File: src/rtl/beta_iter_shift_unit_if.sv
// Issue/writeback handshake bundle for the beta iterative shift unit.
// The master side (ALU issue logic) drives requests; the slave side is the shifter.
interface beta_iter_shift_unit_if #(
  parameter int unsigned XLEN = 32
);
  localparam int unsigned SHW = $clog2(XLEN);

  logic            start_i;
  logic [XLEN-1:0] operand_a_i;
  logic [SHW-1:0]  operand_b_i;
  logic [1:0]      mode_i;
  logic            kill_i;
  logic            ready_o;
  logic            busy_o;
  logic            valid_o;
  logic [XLEN-1:0] result_o;

  modport master (
    output start_i, operand_a_i, operand_b_i, mode_i, kill_i,
    input  ready_o, busy_o, valid_o, result_o
  );

  modport slave (
    input  start_i, operand_a_i, operand_b_i, mode_i, kill_i,
    output ready_o, busy_o, valid_o, result_o
  );
endinterface

File: src/rtl/beta_iter_shift_unit.sv
// Multi-cycle SLL/SRL/SRA/ROR shifter: up to STEP bit positions per cycle,
// start/ready acceptance, one-cycle valid pulse, synchronous kill.
module beta_iter_shift_unit #(
  parameter int unsigned XLEN = 32,
  parameter int unsigned STEP = 4
) (
  input logic                  clk_i,
  input logic                  rst_i,
  beta_iter_shift_unit_if.slave bus
);
  localparam int unsigned SHW   = $clog2(XLEN);
  localparam int unsigned SBITS = $clog2(STEP) + 1;
  localparam logic [SHW:0] STEP_W = (SHW + 1)'(STEP);

  typedef enum logic [1:0] {S_IDLE, S_SHIFT, S_DONE} state_t;
  typedef enum logic [1:0] {M_SLL = 2'b00, M_SRL = 2'b01, M_SRA = 2'b10, M_ROR = 2'b11} mode_t;

  state_t            r_state;
  state_t            w_state_next;
  mode_t             r_mode;
  logic              r_sign;
  logic [SHW-1:0]    r_rem;
  logic [XLEN-1:0]   r_result;

  logic              w_ready;
  logic              w_accept;
  logic              w_fill;
  logic [SHW:0]      w_s;
  logic [SHW-1:0]    w_rem_next;
  logic [XLEN-1:0]   w_shifted;
  logic [2*XLEN-1:0] w_ext;

  assign w_ready  = (r_state == S_IDLE) || (r_state == S_DONE);
  assign w_accept = bus.start_i && w_ready && !bus.kill_i;
  assign w_fill   = (r_mode == M_SRA) && r_sign;

  // s = min(rem, STEP); rem never exceeds XLEN-1, so the subtraction fits SHW bits.
  assign w_s        = ({1'b0, r_rem} >= STEP_W) ? STEP_W : {1'b0, r_rem};
  assign w_rem_next = SHW'({1'b0, r_rem} - w_s);

  // Log-depth barrel of width STEP: one stage per bit of s.
  always_comb begin
    w_shifted = r_result;
    w_ext     = '0;
    for (int unsigned k = 0; k < SBITS; k++) begin
      if (w_s[k]) begin
        case (r_mode)
          M_SLL: w_shifted = w_shifted << (32'd1 << k);
          M_ROR: begin
            w_ext     = {w_shifted, w_shifted} >> (32'd1 << k);
            w_shifted = w_ext[XLEN-1:0];
          end
          default: begin
            w_ext     = {{XLEN{w_fill}}, w_shifted} >> (32'd1 << k);
            w_shifted = w_ext[XLEN-1:0];
          end
        endcase
      end
    end
  end

  always_ff @(posedge clk_i) begin
    if (rst_i) r_state <= S_IDLE;
    else       r_state <= w_state_next;
  end

  always_comb begin
    w_state_next = r_state;
    if (bus.kill_i) begin
      w_state_next = S_IDLE;
    end else begin
      case (r_state)
        S_IDLE, S_DONE: begin
          if (w_accept) w_state_next = (bus.operand_b_i != '0) ? S_SHIFT : S_DONE;
          else          w_state_next = S_IDLE;
        end
        S_SHIFT: if (w_rem_next == '0) w_state_next = S_DONE;
        default: w_state_next = S_IDLE;
      endcase
    end
  end

  always_ff @(posedge clk_i) begin
    if (rst_i) begin
      r_result <= '0;
      r_mode   <= M_SLL;
      r_sign   <= 1'b0;
      r_rem    <= '0;
    end else if (!bus.kill_i) begin
      if (w_accept) begin
        r_result <= bus.operand_a_i;
        r_mode   <= mode_t'(bus.mode_i);
        r_sign   <= bus.operand_a_i[XLEN-1];
        r_rem    <= bus.operand_b_i;
      end else if (r_state == S_SHIFT) begin
        r_result <= w_shifted;
        r_rem    <= w_rem_next;
      end
    end
  end

  assign bus.ready_o  = w_ready;
  assign bus.busy_o   = (r_state == S_SHIFT);
  assign bus.valid_o  = (r_state == S_DONE);
  assign bus.result_o = r_result;
endmodule

File: src/flat_wrapper.sv
// flat-port wrapper written by rule: the top's interface ports become plain ports
module beta_iter_shift_unit_flat 
#(
  parameter int unsigned XLEN = 32,
  parameter int unsigned STEP = 4
)
  (clk_i, rst_i, bus_start_i, bus_operand_a_i, bus_operand_b_i, bus_mode_i, bus_kill_i, bus_ready_o, bus_busy_o, bus_valid_o, bus_result_o);
  beta_iter_shift_unit_if #(.XLEN(XLEN)) bus_i ();
  input logic clk_i;
  input logic rst_i;
  input wire logic [$bits(bus_i.start_i)-1:0] bus_start_i;
  input wire logic [$bits(bus_i.operand_a_i)-1:0] bus_operand_a_i;
  input wire logic [$bits(bus_i.operand_b_i)-1:0] bus_operand_b_i;
  input wire logic [$bits(bus_i.mode_i)-1:0] bus_mode_i;
  input wire logic [$bits(bus_i.kill_i)-1:0] bus_kill_i;
  output wire logic [$bits(bus_i.ready_o)-1:0] bus_ready_o;
  output wire logic [$bits(bus_i.busy_o)-1:0] bus_busy_o;
  output wire logic [$bits(bus_i.valid_o)-1:0] bus_valid_o;
  output wire logic [$bits(bus_i.result_o)-1:0] bus_result_o;
  assign bus_i.start_i = bus_start_i;
  assign bus_i.operand_a_i = bus_operand_a_i;
  assign bus_i.operand_b_i = bus_operand_b_i;
  assign bus_i.mode_i = bus_mode_i;
  assign bus_i.kill_i = bus_kill_i;
  assign bus_ready_o = bus_i.ready_o;
  assign bus_busy_o = bus_i.busy_o;
  assign bus_valid_o = bus_i.valid_o;
  assign bus_result_o = bus_i.result_o;
  beta_iter_shift_unit #(.XLEN(XLEN), .STEP(STEP)) u_core (.clk_i(clk_i), .rst_i(rst_i), .bus(bus_i));
endmodule
File: config.mk
export PLATFORM = sky130hd
export DESIGN_NAME = beta_iter_shift_unit_flat
export DESIGN_NICKNAME = d
export VERILOG_FILES = /design/src/rtl/beta_iter_shift_unit_if.sv /design/src/rtl/beta_iter_shift_unit.sv /design/src/flat_wrapper.sv
export SDC_FILE = /design/constraint.sdc
export NUM_CORES = 1
export LEC_CHECK = 0
export ABC_AREA = 1
export ABC_CLOCK_PERIOD_IN_PS = 2600
export CAP_MARGIN = 20
export CORE_MARGIN = 4
export CORE_UTILIZATION = 56
export CTS_BUF_LIST = sky130_fd_sc_hd__clkbuf_8
export DETAILED_ROUTE_END_ITERATION = 10
export GPL_TIMING_DRIVEN = 1
export PLACE_DENSITY_LB_ADDON = 0.08
export SYNTH_ARGS = -nofsm -noshare
export SYNTH_HDL_FRONTEND = slang
export SYNTH_SLANG_ARGS = --single-unit
File: constraint.sdc
create_clock -name clk_i -period 2.6 [get_ports clk_i]
set_input_delay 0.65 -clock clk_i [delete_from_list [all_inputs] [get_ports clk_i]]
set_output_delay 0.65 -clock clk_i [all_outputs]
set_load 0.05 [all_outputs]
======== Word level (Yosys, flattened, before mapping) ========
Index checks and enable logic that the tools add are counted.
cells by class
  add/subtract/negate cells ............... 1
  mux-type cells .......................... 15
  $lt $le $gt $ge ......................... 1
  shift-type cells ........................ 0
  div/mod/pow operators ................... 0
  bitwise gates (word level) .............. 1
  equal/unequal tests ..................... 5
  reductions and logical operators ........ 14
  multipliers ............................. 0
operators with widths
  cell                                                                    count
  32-bit one-hot mux with 2 select lines                                  3
  32-bit 2-to-1 mux                                                       5
  5-bit 2-to-1 mux                                                        3
  2-bit equality test (second input constant)                             3
  2-bit 2-to-1 mux                                                        3
  5-bit by 3-bit >= comparator with 1-bit output (second input constant)  1
  5-bit logical NOT                                                       1
  5-bit nonzero test                                                      1
  5-bit subtractor                                                        1
  2-bit logical NOT                                                       2
  2-bit one-hot mux with 2 select lines                                   1
  2-bit AND reduction                                                     2
  2-bit OR reduction                                                      2
  1-bit logical AND                                                       3
  2-bit by 1-bit equality test with 1-bit output (second input constant)  1
  2-bit by 1-bit != test with 1-bit output (second input constant)        1
  2-bit nonzero test                                                      1
  1-bit logical NOT                                                       1
  1-bit logical OR                                                        1
  1-bit inverter                                                          1
word-level totals
  bits in registers ....................... 42
  bits in latches ......................... 0
  bits of input ports ..................... 43
  memory bits (read-only) ................. 0
  output and inout port bits .............. 35
  memories ................................ 0
  memory bits (writable) .................. 0

======== Longest topological paths before layout ========
Gate-level depths: netlist (run 1).
  depth in word-level cells ............... 10
  depth in mapped cells ................... 14
  depth with buffers taken out ............ 13

======== Worst setup path after synthesis (run 1) ========
Ideal clock, no wire load.
  path kind ............................... reg2reg
  start point ............................. reg u_core.r_state[0]
  end point ............................... reg u_core.r_rem[0]
  setup slack ............................. 0.392 ns
  cell stages (with the launch flop) ...... 10
  arrival ................................. 2.092 ns
  cells stage by stage .................... dfxtp_1 -> inv_1 -> nor2_2 -> nand2_1 -> nand2_1 -> buf_2 -> buf_2 -> o21ai_0 -> o21ai_0 -> inv_1
on the way
  word-level cells in the longest chain between the ends .. 6
  elaborated cells between the ends (all ways) .. 9
  those cells by class .................... 2 x eq/ne; 1 x mux; 6 x reduce/logical
ends and longest elaborated chain
  element                                                   RTL line                    source
  start, declared                                           beta_iter_shift_unit.sv:18  state_t r_state;
  start signal, assigned                                    beta_iter_shift_unit.sv:64  else r_state <= w_state_next;
  2-bit equality test or 2-bit logical NOT (tied branches)  beta_iter_shift_unit.sv:33  assign w_ready = (r_state == S_IDLE) || (r_state == S_DONE);
  1-bit logical OR (*)                                      beta_iter_shift_unit.sv:33
  net bus_ready_o                                           flat_wrapper.sv:16          output wire logic [$bits(bus_i.ready_o)-1:0] bus_ready_o;
  1-bit logical AND (*) (2 in a row)                        beta_iter_shift_unit.sv:34  assign w_accept = bus.start_i && w_ready && !bus.kill_i;
  2-bit nonzero test (no line)                              n/a
  2-bit AND reduction (no line)                             n/a
  end signal, assigned                                      beta_iter_shift_unit.sv:94  r_rem <= bus.operand_b_i;
  end signal, assigned                                      beta_iter_shift_unit.sv:97  r_rem <= w_rem_next;
  end, declared                                             beta_iter_shift_unit.sv:22  logic [SHW-1:0] r_rem;
Mark *: on every way through the listed nets, which the timed path passes. The rest lies on a longest branch.
A chain may end at the register's enable or synchronous reset.

======== Final worst setup path (run 1) ========
  start point ............................. reg u_core.r_state[0]
  end point ............................... out bus_busy_o
on the way
  word-level cells in the longest chain between the ends .. 1
ends and longest elaborated chain
  element                                         RTL line                     source
  2-bit by 1-bit equality test with 1-bit output  beta_iter_shift_unit.sv:103  assign bus.busy_o = (r_state == S_SHIFT);
  end, declared                                   flat_wrapper.sv:17           output wire logic [$bits(bus_i.busy_o)-1:0] bus_busy_o;
No other way between the ends.

==> metrics.yaml, run 1 <==
pwr:
  power_density_mw_per_mm2: 443.1
  vdd_drop_max_mv: 0.2745
  p_total_mw: 2.476
  pwr-share-seq_pct: 30.0
  intPower_mw: 1.323
  p_comb_share_pct: 50.1
  pwr-share-clk_pct: 19.9
  switchingPower_mw: 1.153
  swShare_pct: 46.56
  power.leakage_nw: 2.542
cts:
  htreeDepth: 2
  clockBufferDepth: 2
  cts_hold_buf: 0
  path_clk_slew_ps: 90
  cts_root_buffer: "clkbuf_8"
  cts_tree: "yes"
  post_cts_buffers: 0
  clock_latency_ps: 320
  numCtsBuffers: 5
  clock-sinks: 42
  cts_resized: 0
timing:
  finalHoldViolCount: 0
  drv_slew: 0
  finalCriticalPeriod_ps: 2415
  tightest_slew_ps: 665.1
  skew_ps: 13.31
  fin_tns_setup_ps: 0
  fmax_mhz: 414.0
  relSlewSlack_pct: 55.59
  setup_viol: 0
  rsz0062_at_grt: "no"
  finalCritPeriodShare_pct: 92.90
synth:
  synth_xor_area_share_pct: 0.3779
  synth_area_per_cell_um2: 5.447
  yosys.area_share.simple_pct: 57.27
  ys_types: 33
  synth.top_cell.area_share_pct: 24.29
  syn-cell-area_mm2: 0.004636
  synth_compound_area_share_pct: 11.52
  ys_top_cells_by_area: "nand2_1 24%, nand3_1 21%, dfxtp_1 18%"
  synth_top_family_by_area: "simple AND/OR/NAND/NOR gates"
  yosys_warnings: 0
  synth_fa_ha_area_share_pct: 1.080
  synthCells: 851
  seq_area_frac_synth_pct: 18.14
  synth_seq_cells: 42
  syn-num-nets: 898
  synth_area_leader_cell: "nand2_1"
  synth.mux.area_fraction_pct: 0
floorplanning:
  start_util_pct: 58.77
  fp.dieW_um: 98.99
  dieHeight_um: 98.99
  core_area_mm2: 0.007888
  dieArea_mm2: 0.009798
  ios: 78
  rows: 32
routing:
  drt_first_iter_violations: 655
  drc_errors: 0
  viasPerCell: 6.058
  vias: 6167
  first_pass_iters: 6
  wl_um: 17250
  drt.antenna.violating_nets: 0
  wl_per_cell_um: 16.95
finish:
  area_delta_synth_final_pct: 20.51
  antennaDiodeCount: 0
  drive_above_1_share_pct: 9.825
  fillers: 755
  num-nets-final: 962
placement:
  routabilityCongestion: 1.030
  port_buffers: 77
  dp_hpwl_um: 12420
global_routing:
  grt_max_degree: 33
  antenna_found_initial: 0
  gr-total-overflow: 0
  grt_use_total_pct: 35.19
  grt_pass1_vias: 5838
  grt_pass1_wl_um: 28320
setup_path:
  critPathMaxFanout: 4
  worstSetupPathType: "register to output pin"
  critPathCaptureType: "output pin"
  cp.arrival_ps: 1770
  start_kind: "register"
  worstPathRequired_ps: 1950
outcome:
  outcome: "finished clean"
run:
  cap_viol_max_count: 0
hold_path:
  hp-class: "register to register"
## flip-flops by register name (all words and copies together) (netlist names)
name                 count
u_core.bus.result_o     32
u_core.r_rem             5
u_core.r_mode            2
u_core.r_state           2
u_core.r_sign            1
## cell families after synthesis
group                      Yosys count
AOI/OAI and AO/OA                  103
xor gates and xnor gates             2
adders and majority gates            4
buffers and inverters              120
DFF                                 42
other                                1
and+or+nand+nor                    579
## per-layer routing
| layer | vias to the layer above | global-route usage [%] | part of all wire, % | wire length [um] |
|---|---|---|---|---|
| met5 | - | 0 | 0 | 0 |
| met4 | 0 | 15.02 | 3.8 | 649 |
| met3 | 89 | 6.299 | 12 | 2054 |
| met2 | 418 | 56.35 | 45 | 7782 |
| met1 | 2742 | 46.25 | 39 | 6765 |
| li1 | 2918 | - | - | - |
## critical path, stage by stage, from the launching register on
cell,delay [ps]
dfxtp_1,350
inv_1,80
nor2_2,170
clkdlybuf4s50_1,850
## cell type report
| type | instances | area (um^2) | share of cell area [%] |
|---|---|---|---|
| multi-input combinational | 689 | 3266 | 58.45 |
| tap | 102 | 127.6 | 2.284 |
| sequential | 42 | 840.8 | 15.05 |
| clock buffer | 6 | 82.58 | 1.478 |
| timing repair buffer | 106 | 988.4 | 17.69 |
| inverter | 71 | 269.0 | 4.815 |
| clock inverter | 2 | 12.51 | 0.2240 |
## cell usage in the layout, fill, tap and decap left out, drive strengths merged, types with 2 or more instances in the layout
cell and n:
nand2 307, nand3 216, clkdlybuf4s50 77, inv 70, o21ai 55, nor2 45, dfxtp 42, a21oi 40
buf 29, or2 9, clkbuf 6, a31oi 5, ha 4, xor2 2, clkinv 2
## cell usage after synthesis
cell	instances
inv_2	6
clkbuf_1	16
xor2_1	2
dfxtp_1	42
inv_1	63
nand2_1	300
o21bai_1	1
inv_4	1
o21ai_2	1
a221oi_1	1
ha_1	4
clkinv_1	1
buf_4	5
o21ai_0	36
buf_1	3
nor2_2	2
buf_2	20
o21ai_1	18
nand3_2	22
nor2_4	2
nor4_1	1
nand2_4	2
o211ai_1	1
buf_6	5
nand3_4	2
a21oi_1	40
conb_1	1
or2_2	9
a31oi_1	5
nand3_1	192
nor2_1	41
nor3b_1	1
nand2_2	5
## power by group through the flow
stage	clock (mW)	combinational [mW]	sequential (mW)
floorplan	0	0.744	0.861
global placement	0	1.20	0.753
detailed placement	0	1.21	0.755
CTS	0.497	1.21	0.740
global route	0.521	1.35	0.749
finish	0.492	1.24	0.743
## stage by stage
| stage | util (%) | setup slack [ps] | cells | hold slack, ps | area (um^2) |
|---|---|---|---|---|---|
| after detailed placement | 69.62 | 317.8 | 1010 | 492.2 | 5492 |
| after floorplan | - | 392.3 | 851 | 458.7 | 4636 |
| final | 70.83 | 184.6 | 1018 | 506.1 | 5587 |
| after CTS | 70.83 | 191.2 | 1018 | 507.2 | 5587 |
| after global routing | 70.83 | 35.90 | 1018 | 544.5 | 5587 |
| after global placement | 69.62 | 401.6 | 1010 | 480.8 | 5492 |
## worst paths after layout
path,startpoint,end,slack (ps),cells after the start
worst max-delay path,u_core.r_state[0]$_SDFFE_PP0P_,bus_busy_o,180,3
worst min-delay path,u_core.r_sign$_SDFFE_PP0P_,u_core.r_sign$_SDFFE_PP0P_,510,2
worst max register to register,u_core.r_mode[0]$_SDFFE_PP0P_,u_core.bus.result_o[6]$_SDFFE_PP0P_,220,12
worst min register to register,u_core.r_sign$_SDFFE_PP0P_,u_core.r_sign$_SDFFE_PP0P_,510,2
Power figures use the tool's default switching activity.
==> run 2, diff against run 1 <==
Settings changed: GPL_ROUTABILITY_DRIVEN from default to 0.
==> run 2 against run 1 <==
Net effect: cell count shrank 0.39%; global-route usage decreased by 2.8 points; clock-buffer cell count is the same; utilization grew 0.22 points; maximum frequency increased by 0.88%; register-to-register slack improved by 60 ps; non-clock buffer count fell by 4.
==> metrics.yaml, run 2 (synthesis results as in run 1) <==
floorplanning:
  ios: 78  # unchanged
  dieHeight_um: 98.99  # unchanged
  fp.dieW_um: 98.99  # unchanged
  core_area_mm2: 0.007888  # unchanged
  dieArea_mm2: 0.009798  # unchanged
  rows: 32  # unchanged
  start_util_pct: 58.77  # unchanged
timing:
  relSlewSlack_pct: 58.73  # +3.1 points
  tightest_slew_ps: 618.4  # -46.69 ps
  finalHoldViolCount: 0  # unchanged
  fmax_mhz: 417.7  # +0.88%
  worst_hold_slack_ps: 503.5  # -2.593 ps
  setup_viol: 0  # unchanged
  finalCritPeriodShare_pct: 92.09  # -0.81 points
  fin_tns_setup_ps: 0  # unchanged
  finalCriticalPeriod_ps: 2394  # -21.09 ps
  skew_ps: 7.010  # -6.300 ps
  drv_slew: 0  # unchanged
  rsz0062_at_grt: "no"
  fin_ws_ps: 205.7  # +21.09 ps
routing:
  viasPerCell: 6.064  # +0.10%
  drt_first_iter_violations: 660  # +0.76%
  drt.antenna.violating_nets: 0  # unchanged
  vias: 6149  # -0.29%
  wl_per_cell_um: 15.91  # -6.1%
  wl_um: 16140  # -6.5%
  first_pass_iters: 7  # +1
  drc_errors: 0  # unchanged
pwr:
  p_total_mw: 2.646  # +6.9%
  power.leakage_nw: 2.546  # +0.18%
  power_density_mw_per_mm2: 472.1  # +6.5%
  vdd_drop_max_mv: 0.2709  # -1.3%
cts:
  htreeDepth: 2  # unchanged
  clock_latency_ps: 310  # about the same
  cts_hold_buf: 0  # unchanged
  clockBufferDepth: 2  # unchanged
  path_clk_slew_ps: 90  # about the same
  cts_resized: 0  # unchanged
  clock-sinks: 42  # unchanged
  post_cts_buffers: 0  # unchanged
  cts_root_buffer: "clkbuf_8"
  cts_tree: "yes"
  numCtsBuffers: 5  # unchanged
setup_path:
  critPathCaptureType: "output pin"
  cp.arrival_ps: 1740  # -30 ps
  worstPathRequired_ps: 1950  # about the same
  start_kind: "register"
  worstSetupPathType: "register to output pin"
  critPathMaxFanout: 4  # unchanged
placement:
  dp_hpwl_um: 11680  # -6.0%
  dpl.cell_count: 1006  # -0.40%
  dp_slack_ps: 394.3  # +76.45 ps
  port_buffers: 77  # unchanged
  post_dp_cell_area_mm2: 0.005461  # -0.55%
finish:
  num-nets-final: 958  # -0.42%
  postLayoutCoreUtil_pct: 71.05  # +0.22 points
  final_cell_mix: "300 x nand2_1, 191 x nand3_1, 77 x clkdlybuf4s50_1, 63 x inv_1, 42 x dfxtp_1"
  area_delta_synth_final_pct: 20.89
  final_common_cell: "nand2_1"
  drive_above_1_share_pct: 9.430  # -0.40 points
  antennaDiodeCount: 0  # unchanged
  largest_register_ffs: 32  # unchanged
  fillers: 691  # -8.5%
  finalInstanceArea_mm2: 0.005604  # +0.31%
  finalNonFillerCells: 1014  # -0.39%
outcome:
  outcome: "finished clean"
hold_path:
  hp-class: "register to register"
global_routing:
  grt_max_degree: 33  # unchanged
  grt_pass1_wl_um: 26480  # -6.5%
  grt_use_total_pct: 32.40  # -2.8 points
  gr-total-overflow: 0  # unchanged
  grt_pass1_vias: 5696  # -2.4%
  antenna_found_initial: 0  # unchanged
run:
  cap_viol_max_count: 0  # unchanged
-- run 2: layout make-up --
type,instances,area [um^2],share of cell area (%)
Multi-Input combinational cell,689,3266,58.27
Timing Repair Buffer,102,958.4,17.10
Sequential cell,42,840.8,15.00
Inverter,71,269.0,4.800
Tap cell,102,127.6,2.277
Clock buffer,6,82.58,1.474
Clock inverter,2,60.06,1.072
-- run 2: routing by layer --
layer	vias to the layer above	track usage (%)	wire length [um]
met5	-	0	0
met4	0	17.75	901
met3	111	6.794	1951
met2	458	49.90	7013
met1	2678	42.06	6270
li1	2902	-	-
-- run 2: path summary, 6_finish.rpt --
kind | slack [ps] | from | depth (start not counted) | end
worst min-delay path | 500 | u_core.r_sign$_SDFFE_PP0P_ | 2 | u_core.r_sign$_SDFFE_PP0P_
worst max register to register | 280 | u_core.r_mode[1]$_SDFFE_PP0P_ | 13 | u_core.bus.result_o[22]$_SDFFE_PP0P_
worst max-delay path | 210 | u_core.r_state[0]$_SDFFE_PP0P_ | 3 | bus_busy_o
worst min register to register | 500 | u_core.r_sign$_SDFFE_PP0P_ | 2 | u_core.r_sign$_SDFFE_PP0P_
-- run 2: critical path, cell delays in order (launching register included) --
cell,delay [ps]
dfxtp_1,350
inv_1,90
nor2_2,160
clkdlybuf4s50_1,840
-- run 2: power by group --
part / total [mW] / switching [mW] / leakage (nW) / internal (mW)
sequential: 0.740 / 0.0532 / 0.344 / 0.687
combinational: 1.23 / 0.814 / 2.13 / 0.416
clock: 0.676 / 0.265 / 0.0714 / 0.410
total: 2.65 / 1.13 / 2.55 / 1.51
==> run 3, diff against run 2 <==
Settings changed: ABC_CLOCK_PERIOD_IN_PS 2600 to 2200, CORE_UTILIZATION 56 to 50, CTS_BUF_LIST sky130_fd_sc_hd__clkbuf_8 to default.
Clock period 2.6 ns to 2.2 ns, I/O delays scaled along.
==> run 3 against run 2 <==
Net effect: combinational power is 21% higher; die area is 11% higher; critical path type unchanged; sequential power is 18% higher; cell count is 1.5% higher; largest power group unchanged.
==> metrics.yaml, run 3 (synthesis results as in run 1) <==
outcome:
  outcome: "finished clean"
timing:
  rsz0062_at_grt: "no"
  tightest_slew_ps: 583.1  # -35.31 ps
  drv_slew: 0  # unchanged
  finalCriticalPeriod_ps: 2145
  setup_viol: 0  # unchanged
  fin_ws_ps: 55.30  # -150.4 ps
  relSlewSlack_pct: 61.08  # +2.4 points
  fin_tns_setup_ps: 0  # unchanged
  skew_ps: 3.233  # -3.777 ps
  fmax_mhz: 466.3
  finalHoldViolCount: 0  # unchanged
  finalCritPeriodShare_pct: 97.49
setup_path:
  cp.arrival_ps: 1590  # -150 ps
  critPathCaptureType: "output pin"
  rrSetupSlack_ps: 140  # -140 ps
  critPathMaxFanout: 5  # +1
  start_kind: "register"
  cpLargestDelayFamily: "buffers and inverters"
  cp_cell_sequence: "clkdlybuf4s50_1"
  crit_buf_inv: 1  # -1
  worstPathRequired_ps: 1650  # -300 ps
  worstSetupPathType: "register to output pin"
  slowest_stage: "clkdlybuf4s50_1"
  slowest_delay_ps: 840  # about the same
placement:
  port_buffers: 77  # unchanged
  dpl.cell_count: 1021  # +1.5%
  dp_slack_ps: 42.66  # -351.6 ps
  dp_hpwl_um: 12130  # +3.9%
cts:
  cts_root_buffer: "clkbuf_8"
  clockBufferDepth: 2  # unchanged
  clock-sinks: 42  # unchanged
  post_cts_buffers: 0  # unchanged
  path_clk_slew_ps: 90  # about the same
  cts_tree: "yes"
  clock_latency_ps: 310  # about the same
  numCtsBuffers: 5  # unchanged
  htreeDepth: 2  # unchanged
routing:
  drt.antenna.violating_nets: 0  # unchanged
  drt_first_iter_violations: 714  # +8.2%
  viasPerCell: 5.821  # -4.0%
  drc_errors: 0  # unchanged
  vias: 5990  # -2.6%
  first_pass_iters: 5  # -2
  wl_um: 16300  # +1.0%
  wl_per_cell_um: 15.84  # -0.44%
floorplanning:
  ios: 78  # unchanged
  dieHeight_um: 104.3  # +5.4%
  dieArea_mm2: 0.01088  # +11%
  rows: 34  # +6.3%
  core_area_mm2: 0.008891  # +13%
  start_util_pct: 52.14  # -6.6 points
  fp.dieW_um: 104.3  # +5.4%
finish:
  num-nets-final: 967  # +0.94%
  final_cell_mix: "300 x nand2_1, 190 x nand3_1, 72 x clkdlybuf4s50_1, 63 x inv_1"
  area_delta_synth_final_pct: 23.59
  finalNonFillerCells: 1029  # +1.5%
  drive_above_1_share_pct: 11.18  # +1.8 points
  fillers: 872  # +26%
  final_common_cell: "nand2_1"
  antennaDiodeCount: 0  # unchanged
  largest_register_ffs: 32  # unchanged
global_routing:
  grt_pass1_vias: 5474  # -3.9%
  gr-total-overflow: 0  # unchanged
  grt_max_degree: 33  # unchanged
  grt_use_total_pct: 29.41  # -3.0 points
  grt_pass1_wl_um: 26810  # +1.2%
  antenna_found_initial: 0  # unchanged
pwr:
  pwr-share-clk_pct: 25.2  # -0.3 points
  vdd_drop_max_mv: 0.3387  # +25%
  power_density_mw_per_mm2: 552.8  # +17%
  power.leakage_nw: 2.614  # +2.6%
  switchingPower_mw: 1.343  # +19%
  intPower_mw: 1.824  # +21%
  swShare_pct: 42.42  # -0.40 points
  p_comb_share_pct: 47.1  # +0.6 points
  p_total_mw: 3.167  # +20%
  pwr-share-seq_pct: 27.7  # -0.3 points
run:
  cap_viol_max_count: 0  # unchanged
hold_path:
  hp-class: "register to register"
## run 3: final cells by class
cell class	instances	area, um^2	share of cell area (%)
Sequential cell	42	842.1	14.70
Inverter	71	274.0	4.783
Clock inverter	2	60.06	1.048
Clock buffer	6	82.58	1.441
Timing Repair Buffer	111	1044	18.21
Multi-Input combinational cell	689	3292	57.46
Tap cell	108	135.1	2.359
## run 3: path summary, 6_finish.rpt
path | start | endpoint | cells past startpoint
worst max-delay path | u_core.bus.result_o[4]$_SDFFE_PP0P_ | bus_result_o[4] | 1
worst min-delay path | u_core.bus.result_o[25]$_SDFFE_PP0P_ | u_core.bus.result_o[25]$_SDFFE_PP0P_ | 2
worst max register to register | u_core.r_mode[0]$_SDFFE_PP0P_ | u_core.bus.result_o[6]$_SDFFE_PP0P_ | 14
worst min register to register | u_core.bus.result_o[25]$_SDFFE_PP0P_ | u_core.bus.result_o[25]$_SDFFE_PP0P_ | 2
## run 3: power by group through the flow
stage / Clock (mW) / Sequential (mW) / Combinational (mW)
finish: 0.798 / 0.876 / 1.49
global route: 0.841 / 0.884 / 1.63
CTS: 0.814 / 0.873 / 1.46
detailed placement: 0 / 0.891 / 1.45
floorplan: 0 / 1.02 / 0.879
global placement: 0 / 0.889 / 1.44
## run 3: tightest hold or removal path: cells and delay by family (launching register included)
kind | cells | cell delay [ps]
compound gates | 1 | 60
simple gates | 1 | 80
flops | 1 | 360
## run 3: through the flow
step	hold WS (ps)	area (um^2)	utilization, %
4_1_cts	524.7	5699	64.10
6_report	532.0	5729	64.44
3_3_place_gp	487.3	5557	62.50
3_5_place_dp	510.1	5557	62.50
5_1_grt	539.1	5729	64.44
2_1_floorplan	458.7	4641	-
## run 3: metal layers
metal	track usage [%]	wire, um
met1	38.58	6921
met2	47.60	7419
met3	4.718	1412
met4	12.54	549
met5	0	0
## run 3: what timing repair did
item                                    in CTS  in global routing
hold buffers                                 0                  0
resized for setup                            0                 10
endpoints found under the setup margin       0                 33
